--- config.mk ---
export PLATFORM = sky130hd
export DESIGN_NAME = rst_req_responder
export DESIGN_NICKNAME = d
export VERILOG_FILES = /design/src/rtl/rst_req_responder.sv
export SDC_FILE = /design/constraint.sdc
export NUM_CORES = 1
export LEC_CHECK = 0
export CAP_MARGIN = 20
export CORE_MARGIN = 2
export CORE_UTILIZATION = 23
export DETAILED_ROUTE_END_ITERATION = 10
export GPL_TIMING_DRIVEN = 0
export PLACE_DENSITY_LB_ADDON = 0.05
export SYNTH_ARGS = -nofsm -noshare
export SYNTH_HDL_FRONTEND = slang
export SYNTH_SLANG_ARGS = --single-unit
--- constraint.sdc ---
create_clock -name clk -period 3.2 [get_ports clk]
set_input_delay 0.48 -clock clk [delete_from_list [all_inputs] [get_ports clk]]
set_output_delay 0.48 -clock clk [all_outputs]
set_load 0.01 [all_outputs]
--- src/rtl/rst_req_responder.sv ---
// Responder side of the reset request/acknowledge handshake: stalls and drains
// local traffic, acknowledges, then holds the local domain in reset before release.
module rst_req_responder #(
  parameter int HOLD_CYCLES   = 4,
  parameter int CNT_W         = 4,
  parameter int DRAIN_TIMEOUT = 64
) (
  input  logic             clk,
  input  logic             irstn,
  input  logic             ireq,
  output logic             oack,
  input  logic             iissue,
  input  logic             idone,
  output logic             ostall,
  output logic             olocal_rstn,
  output logic             oready,
  output logic             otimeout,
  output logic [CNT_W-1:0] ooutstanding
);

  localparam int HW = $clog2(HOLD_CYCLES + 1);
  localparam int TW = $clog2(DRAIN_TIMEOUT + 1);
  localparam logic [HW-1:0]    HOLD_LAST = HW'(HOLD_CYCLES - 1);
  localparam logic [TW-1:0]    TMO_LAST  = TW'(DRAIN_TIMEOUT - 1);
  localparam logic [CNT_W-1:0] CNT_MAX   = {CNT_W{1'b1}};
  localparam logic [CNT_W-1:0] CNT_ZERO  = {CNT_W{1'b0}};

  typedef enum logic [1:0] {HOLD, RUN, DRAIN, ACK} state_t;

  state_t           state, state_nxt;
  logic [HW-1:0]    hold_cnt, hold_cnt_nxt;
  logic [TW-1:0]    tmo_cnt, tmo_cnt_nxt;
  logic             timeout_nxt;
  logic             lrstn_nxt, stall_nxt, ready_nxt, ack_nxt;
  logic             issue_ok, done_ok;
  logic [CNT_W-1:0] cnt_nxt;

  // Next-state logic for the handshake FSM and its hold/timeout counters
  always_comb begin
    state_nxt    = state;
    hold_cnt_nxt = hold_cnt;
    tmo_cnt_nxt  = tmo_cnt;
    timeout_nxt  = otimeout;
    case (state)
      HOLD: begin
        if (hold_cnt == HOLD_LAST) begin
          state_nxt = RUN;
        end else begin
          hold_cnt_nxt = hold_cnt + 1'b1;
        end
      end
      RUN: begin
        if (ireq) begin
          state_nxt   = DRAIN;
          tmo_cnt_nxt = {TW{1'b0}};
        end else begin
          state_nxt = RUN;
        end
      end
      DRAIN: begin
        // A dropped request aborts the drain before any completion check.
        if (!ireq) begin
          state_nxt = RUN;
        end else if (ooutstanding == CNT_ZERO) begin
          state_nxt = ACK;
        end else if (tmo_cnt == TMO_LAST) begin
          state_nxt   = ACK;
          timeout_nxt = 1'b1;
        end else begin
          tmo_cnt_nxt = tmo_cnt + 1'b1;
        end
      end
      ACK: begin
        if (!ireq) begin
          state_nxt    = HOLD;
          hold_cnt_nxt = {HW{1'b0}};
        end else begin
          state_nxt = ACK;
        end
      end
      default: begin
        state_nxt    = HOLD;
        hold_cnt_nxt = {HW{1'b0}};
      end
    endcase
  end

  // Output values decoded from the next state so the registered outputs track the FSM
  always_comb begin
    lrstn_nxt = (state_nxt == RUN) || (state_nxt == DRAIN);
    stall_nxt = (state_nxt != RUN);
    ready_nxt = (state_nxt == RUN);
    ack_nxt   = (state_nxt == ACK);
  end

  // Outstanding-transaction counter update with saturation and reset clearing
  always_comb begin
    issue_ok = iissue && !ostall && (ooutstanding != CNT_MAX);
    done_ok  = idone && (ooutstanding != CNT_ZERO);
    if (!lrstn_nxt) begin
      cnt_nxt = CNT_ZERO;
    end else if (issue_ok && !done_ok) begin
      cnt_nxt = ooutstanding + 1'b1;
    end else if (done_ok && !issue_ok) begin
      cnt_nxt = ooutstanding - 1'b1;
    end else begin
      cnt_nxt = ooutstanding;
    end
  end

  // State, counters and all registered outputs
  always_ff @(posedge clk or negedge irstn) begin
    if (!irstn) begin
      state        <= HOLD;
      hold_cnt     <= {HW{1'b0}};
      tmo_cnt      <= {TW{1'b0}};
      olocal_rstn  <= 1'b0;
      oready       <= 1'b0;
      oack         <= 1'b0;
      ostall       <= 1'b1;
      otimeout     <= 1'b0;
      ooutstanding <= CNT_ZERO;
    end else begin
      state        <= state_nxt;
      hold_cnt     <= hold_cnt_nxt;
      tmo_cnt      <= tmo_cnt_nxt;
      olocal_rstn  <= lrstn_nxt;
      oready       <= ready_nxt;
      oack         <= ack_nxt;
      ostall       <= stall_nxt;
      otimeout     <= timeout_nxt;
      ooutstanding <= cnt_nxt;
    end
  end

endmodule
Word level (Yosys, flattened, before mapping)
Cells that the tools add are included.
{"block": "op_classes", "n_addsub": 4, "multipliers": 0, "div": 0, "magnitude_cmp": 0, "n_eq_ne": 17, "shift": 0, "muxes": 18, "bitwise_logic": 1, "reduce_logical": 17}
{"op": "7-bit 2-to-1 mux", "n": 4}
{"op": "7-bit one-hot mux with 2 select lines", "n": 1}
{"op": "2-bit 2-to-1 mux", "n": 6}
{"op": "4-bit 2-to-1 mux", "n": 3}
{"op": "2-bit != test (second input constant)", "n": 6}
{"op": "2-bit equality test (second input constant)", "n": 4}
{"op": "2-bit one-hot mux with 4 select lines", "n": 1}
{"op": "7-bit by 1-bit adder with 7-bit output (second input constant)", "n": 1}
{"op": "7-bit by 6-bit equality test with 1-bit output (second input constant)", "n": 1}
{"op": "3-bit 2-to-1 mux", "n": 2}
{"op": "3-bit one-hot mux with 2 select lines", "n": 1}
{"op": "1-bit logical AND", "n": 5}
{"op": "5-bit AND reduction", "n": 1}
{"op": "4-bit by 1-bit adder with 4-bit output (second input constant)", "n": 1}
{"op": "2-bit by 1-bit equality test with 1-bit output (second input constant)", "n": 2}
{"op": "4-bit logical NOT", "n": 1}
{"op": "4-bit != test (second input constant)", "n": 1}
{"op": "4-bit AND reduction", "n": 1}
{"op": "2-bit nonzero test", "n": 2}
{"op": "4-bit nonzero test", "n": 1}
{"op": "4-bit by 1-bit subtractor with 4-bit output (second input constant)", "n": 1}
{"op": "3-bit by 1-bit adder with 3-bit output (second input constant)", "n": 1}
{"op": "3-bit by 2-bit equality test with 1-bit output (second input constant)", "n": 1}
{"op": "1-bit logical NOT", "n": 3}
{"op": "6 further kinds", "n": 6}
{"block": "word_totals", "ff_bits": 21, "latchBits": 0, "ram_bits": 0, "romBits": 0, "inputBits": 5, "out_inout_bits": 9, "elab_cells": 66, "memories": 0}

Depth between registers and ports, before layout
{"block": "logic_depth", "word_depth": 8, "mapped_depth": 10, "mapped_depth_nobuf": 10}

Worst setup path before layout
Ideal clock, no wire load.
{"block": "synth_timing", "path_type": "register -> register", "startpoint": "reg ooutstanding[1]", "endpoint": "reg ooutstanding[3]", "setup_ns": 0.104, "arrival_ns": 2.563, "required_time_ns": 3.096, "slack_ns": 0.534, "stages_incl_launch_ff": 8, "path_buffers": 0, "synth_period_minus_slack_ns": 2.666, "path_cell_list": "dfrtp_1 > or4_4 > a211o_4 > ha_1 > a21oi_1 > nand2_1 > or4b_1 > o311ai_1"}
{"block": "synth_between", "elab_chain_cells": 7, "word_cells_on_any_way": 21, "cone_classes": "add/sub: 2; eq/ne: 4; mux: 6; reduce/logical: 9"}
{"item": "start, declared", "line_no": "18", "text": "output logic [CNT_W-1:0] ooutstanding"}
{"item": "start signal, assigned", "line_no": "132", "text": "ooutstanding <= cnt_nxt;"}
{"item": "4-bit logical NOT", "line_no": "64", "text": "end else if (ooutstanding == CNT_ZERO) begin"}
{"item": "2-bit 2-to-1 mux", "line_no": "64"}
{"item": "2-bit 2-to-1 mux", "line_no": "62", "text": "if (!ireq) begin"}
{"item": "2-bit one-hot mux with 4 select lines", "line_no": "44", "text": "case (state)"}
{"item": "2-bit by 1-bit equality test with 1-bit output / 2-bit equality test (equally long branches)", "line_no": "90", "text": "lrstn_nxt = (state_nxt == RUN) || (state_nxt == DRAIN);"}
{"item": "1-bit logical OR", "line_no": "90"}
{"item": "3-bit by 1-bit != test with 1-bit output (no line) / 4-bit 2-to-1 mux (equally long branches)"}
Several ways; a longest one is shown, not always the timed one. The select of a mux whose other input is x is not followed.
A chain may end at the register's enable or synchronous reset.

Worst setup path after layout
Same ends and word-level chain as after synthesis.

==> impl_metrics.tcl <==
set metrics [dict create \
    async_reset_ff_share_pct 100 \
    vias_per_cell 4.58 \
    max_stage_delay_ps 600 \
    wl_met1_mm 1.18 \
    path_cells "or4_4 -> a211o_4 -> ha_1 -> a21oi_1 -> nand2_1 -> or4b_1 -> o311ai_1" \
    tns_ps 0 \
    clock_skew_ps 1.23 \
    slowest_stage "or4_4" \
    yosys_warnings 0 \
    cts_tree "done" \
    cts_resized 0 \
    areaGrowthSynthToFinish_pct 24.0 \
    core-area_um2 4750 \
    overflow 0 \
    setup_viol 0 \
    switchingPower_uw 424 \
    hold_violations 0 \
    grt_first_pass_wirelength_mm 4.17 \
    antenna_found_initial 0 \
    die-area_um2 5530 \
    period_share_pct 88.6 \
    synthDistinctLibCells 41 \
    cp-end-kind "flip-flop" \
    ctsLongestPathBuffers 2 \
    drc 0 \
    synth_edf_count 0 \
    status "finished, final reports clean" \
    syn_inst 103 \
    cts_sinks 21 \
    switching_share_pct 38.1 \
    leakage_nw 0.597 \
    vias 861 \
    final_antenna_net_count 0 \
    firstDrtPassIters 4 \
    cap_violations 0 \
    synth_flop_cell "dfrtp_1" \
    rsz0062_at_grt "false" \
    fillCellCount 514 \
    grt_pass1_vias 913 \
    wl_mm 2.39 \
    cts_setup_buffers 0 \
    syn_nets 116 \
    gp_congestion 0.712 \
    dpl.cell_count 183 \
    whs_ps 481 \
    start_kind "flip-flop" \
    grt.total_usage_pct 9.79 \
    clockRootBuffer "clkbuf_8" \
    pin_count 14 \
    cts_hold_buf 0 \
    die_w_um 74.4 \
    cp_data_required_time_ps 3360 \
    drive_gt1_share_pct 10.7 \
    htreeDepth 1 \
    route.met3.wl_um 34 \
    cp-startpoint "ooutstanding[1]" \
    pwr-share-seq_pct 37.5 \
    min-delay-start "otimeout" \
    syn_area_um2 1140 \
    diodes 0 \
    slew_viol_final 0 \
    max_freq_mhz 353 \
    final_nets 135 \
    maxSlewHeadroom_pct 59.1 \
    tightestPinTransition_ps 609 \
    wl_met2_mm 1.15 \
    drtIter0Drc 47 \
    grt_max_degree 22 \
    cp.arrival_ps 3000 \
    r2r-start "ooutstanding[1]" \
    fin_cells 188 \
    p_per_area_nw_per_um2 788 \
    crit_fanout 6 \
    numCtsBuffers 3 \
    initial_core_util_pct 24.0 \
    rows 25 \
    yosys_register_bits 21 \
    power_frac_comb_pct 46.4 \
    internal-power_uw 690 \
    clk-insertion-delay-late_ps 260 \
    top_layer_used "met4" \
    clk_pin_slew_worst_paths_ps 80 \
    peakVddDrop_mv 0.267 \
    hpwl_mm 1.75 \
    syn_area_per_cell_um2 11.1 \
    io_buffers 13 \
    clock_power_share_pct 16.1 \
    post_drt_wl_per_cell_um 12.7 \
    fp.dieH_um 74.4 \
    power_mw 1.11 \
    crit_type "flip-flop to flip-flop" \
    synth_seq_area_share_pct 46.2 \
    hp-class "flip-flop to flip-flop" \
    fin_crit_ps 2830 \
]
==> cells in the mapped netlist (2+ instances only) <==
master    number  area share [%]
dfrtp_1       20              44
inv_1          8             2.6
nand2_1        8             2.6
ha_1           7             7.7
nand2b_1       4             2.2
nor2_1         4             1.3
a221oi_1       3             2.3
mux2i_1        3             2.6
nand3_1        3             1.3
nor3_1         3             1.3
o31ai_1        3             2.0
a211oi_1       2             1.3
a21oi_1        2            0.88
a31o_2         2             1.5
nor3b_1        2             1.3
o21ai_0        2            0.88
o311a_1        2             1.8
o311ai_0       2             1.5
==> area by class of cell <==
class,instances,area [µm²],share of cell area (%)
clock buffers,4,45.0,3.19
plain buffers,1,3.75,0.265
well taps,67,83.8,5.93
repair buffers,14,145,10.3
multi-input cells,72,571,40.4
inverters,9,38.8,2.74
flip-flops and latches,21,527,37.3
==> worst max-delay path, delay by kind of cell (launching register included) <==
kind,cells,cell delay (ps)
compound gates,3,730
fa+ha+maj,1,330
flops,1,460
simple gates,3,1210
==> routing by layer <==
metal | global-route usage [%] | vias to the layer above
li1 | - | 428
met1 | 12.5 | 423
met2 | 16.3 | 8
met3 | 1.22 | 2
met4 | 4.76 | 0
met5 | 0 | -
==> cell families (layout without fill, tap and decap cells) <==
group           after synthesis  in the layout  share of synthesized area [%]
compound gates               26             26                           18.6
xor+xnor                      1              1                          0.769
fa+ha+maj                     8              8                           9.44
buf+inv                      10             28                           3.73
flops                        21             21                           46.2
mux                           3              3                           2.63
simple gates                 34             34                           18.7
==> power by group through the flow <==
stage	Combinational, mW	Clock, mW	Sequential, mW
after CTS	0.527	0.187	0.419
after detailed placement	0.526	0	0.424
final	0.517	0.179	0.418
after global routing	0.587	0.194	0.434
after floorplan	0.344	0	0.426
after global placement	0.515	0	0.421
==> sequential cells by signal (all words and copies together), names as in the netlist <==
signal / flops
olocal_rstn: 1
oready: 1
state: 2
tmo_cnt: 7
ooutstanding: 4
oack: 1
ostall: 1
hold_cnt: 3
otimeout: 1
==> layout by cell type (no fill, tap or decap), drive strengths merged, types with 3 or more instances in the layout <==
master,netlist,layout
clkdlybuf4s50,0,13
mux2i,3,3
nor3b,3,3
o31ai,3,3
nor2,4,4
inv,8,8
a221oi,3,3
o311ai,3,3
nand3,3,3
nor3,3,3
nand2,8,8
dfrtp,20,20
nand2b,4,4
o21ai,3,3
ha,7,7
clkbuf,1,5
==> final timing paths <==
path,depth (start not counted),end,slack [ps]
min in group asynchronous,1,tmo_cnt[3],530
max reg2reg,7,ooutstanding[3],370
min,1,otimeout,480
max,7,ooutstanding[3],370
min reg2reg,1,otimeout,480
max in group asynchronous,2,ostall,2130
==> through the flow <==
stage / setup slack, ps / utilization, % / area (µm²)
final: 365 / 29.7 / 1410
after global routing: 260 / 29.7 / 1410
after CTS: 331 / 29.4 / 1400
after detailed placement: 362 / 28.5 / 1350
after global placement: 425 / 28.5 / 1350
after floorplan: 534 / - / 1140
Power figures use the tool's default switching activity.
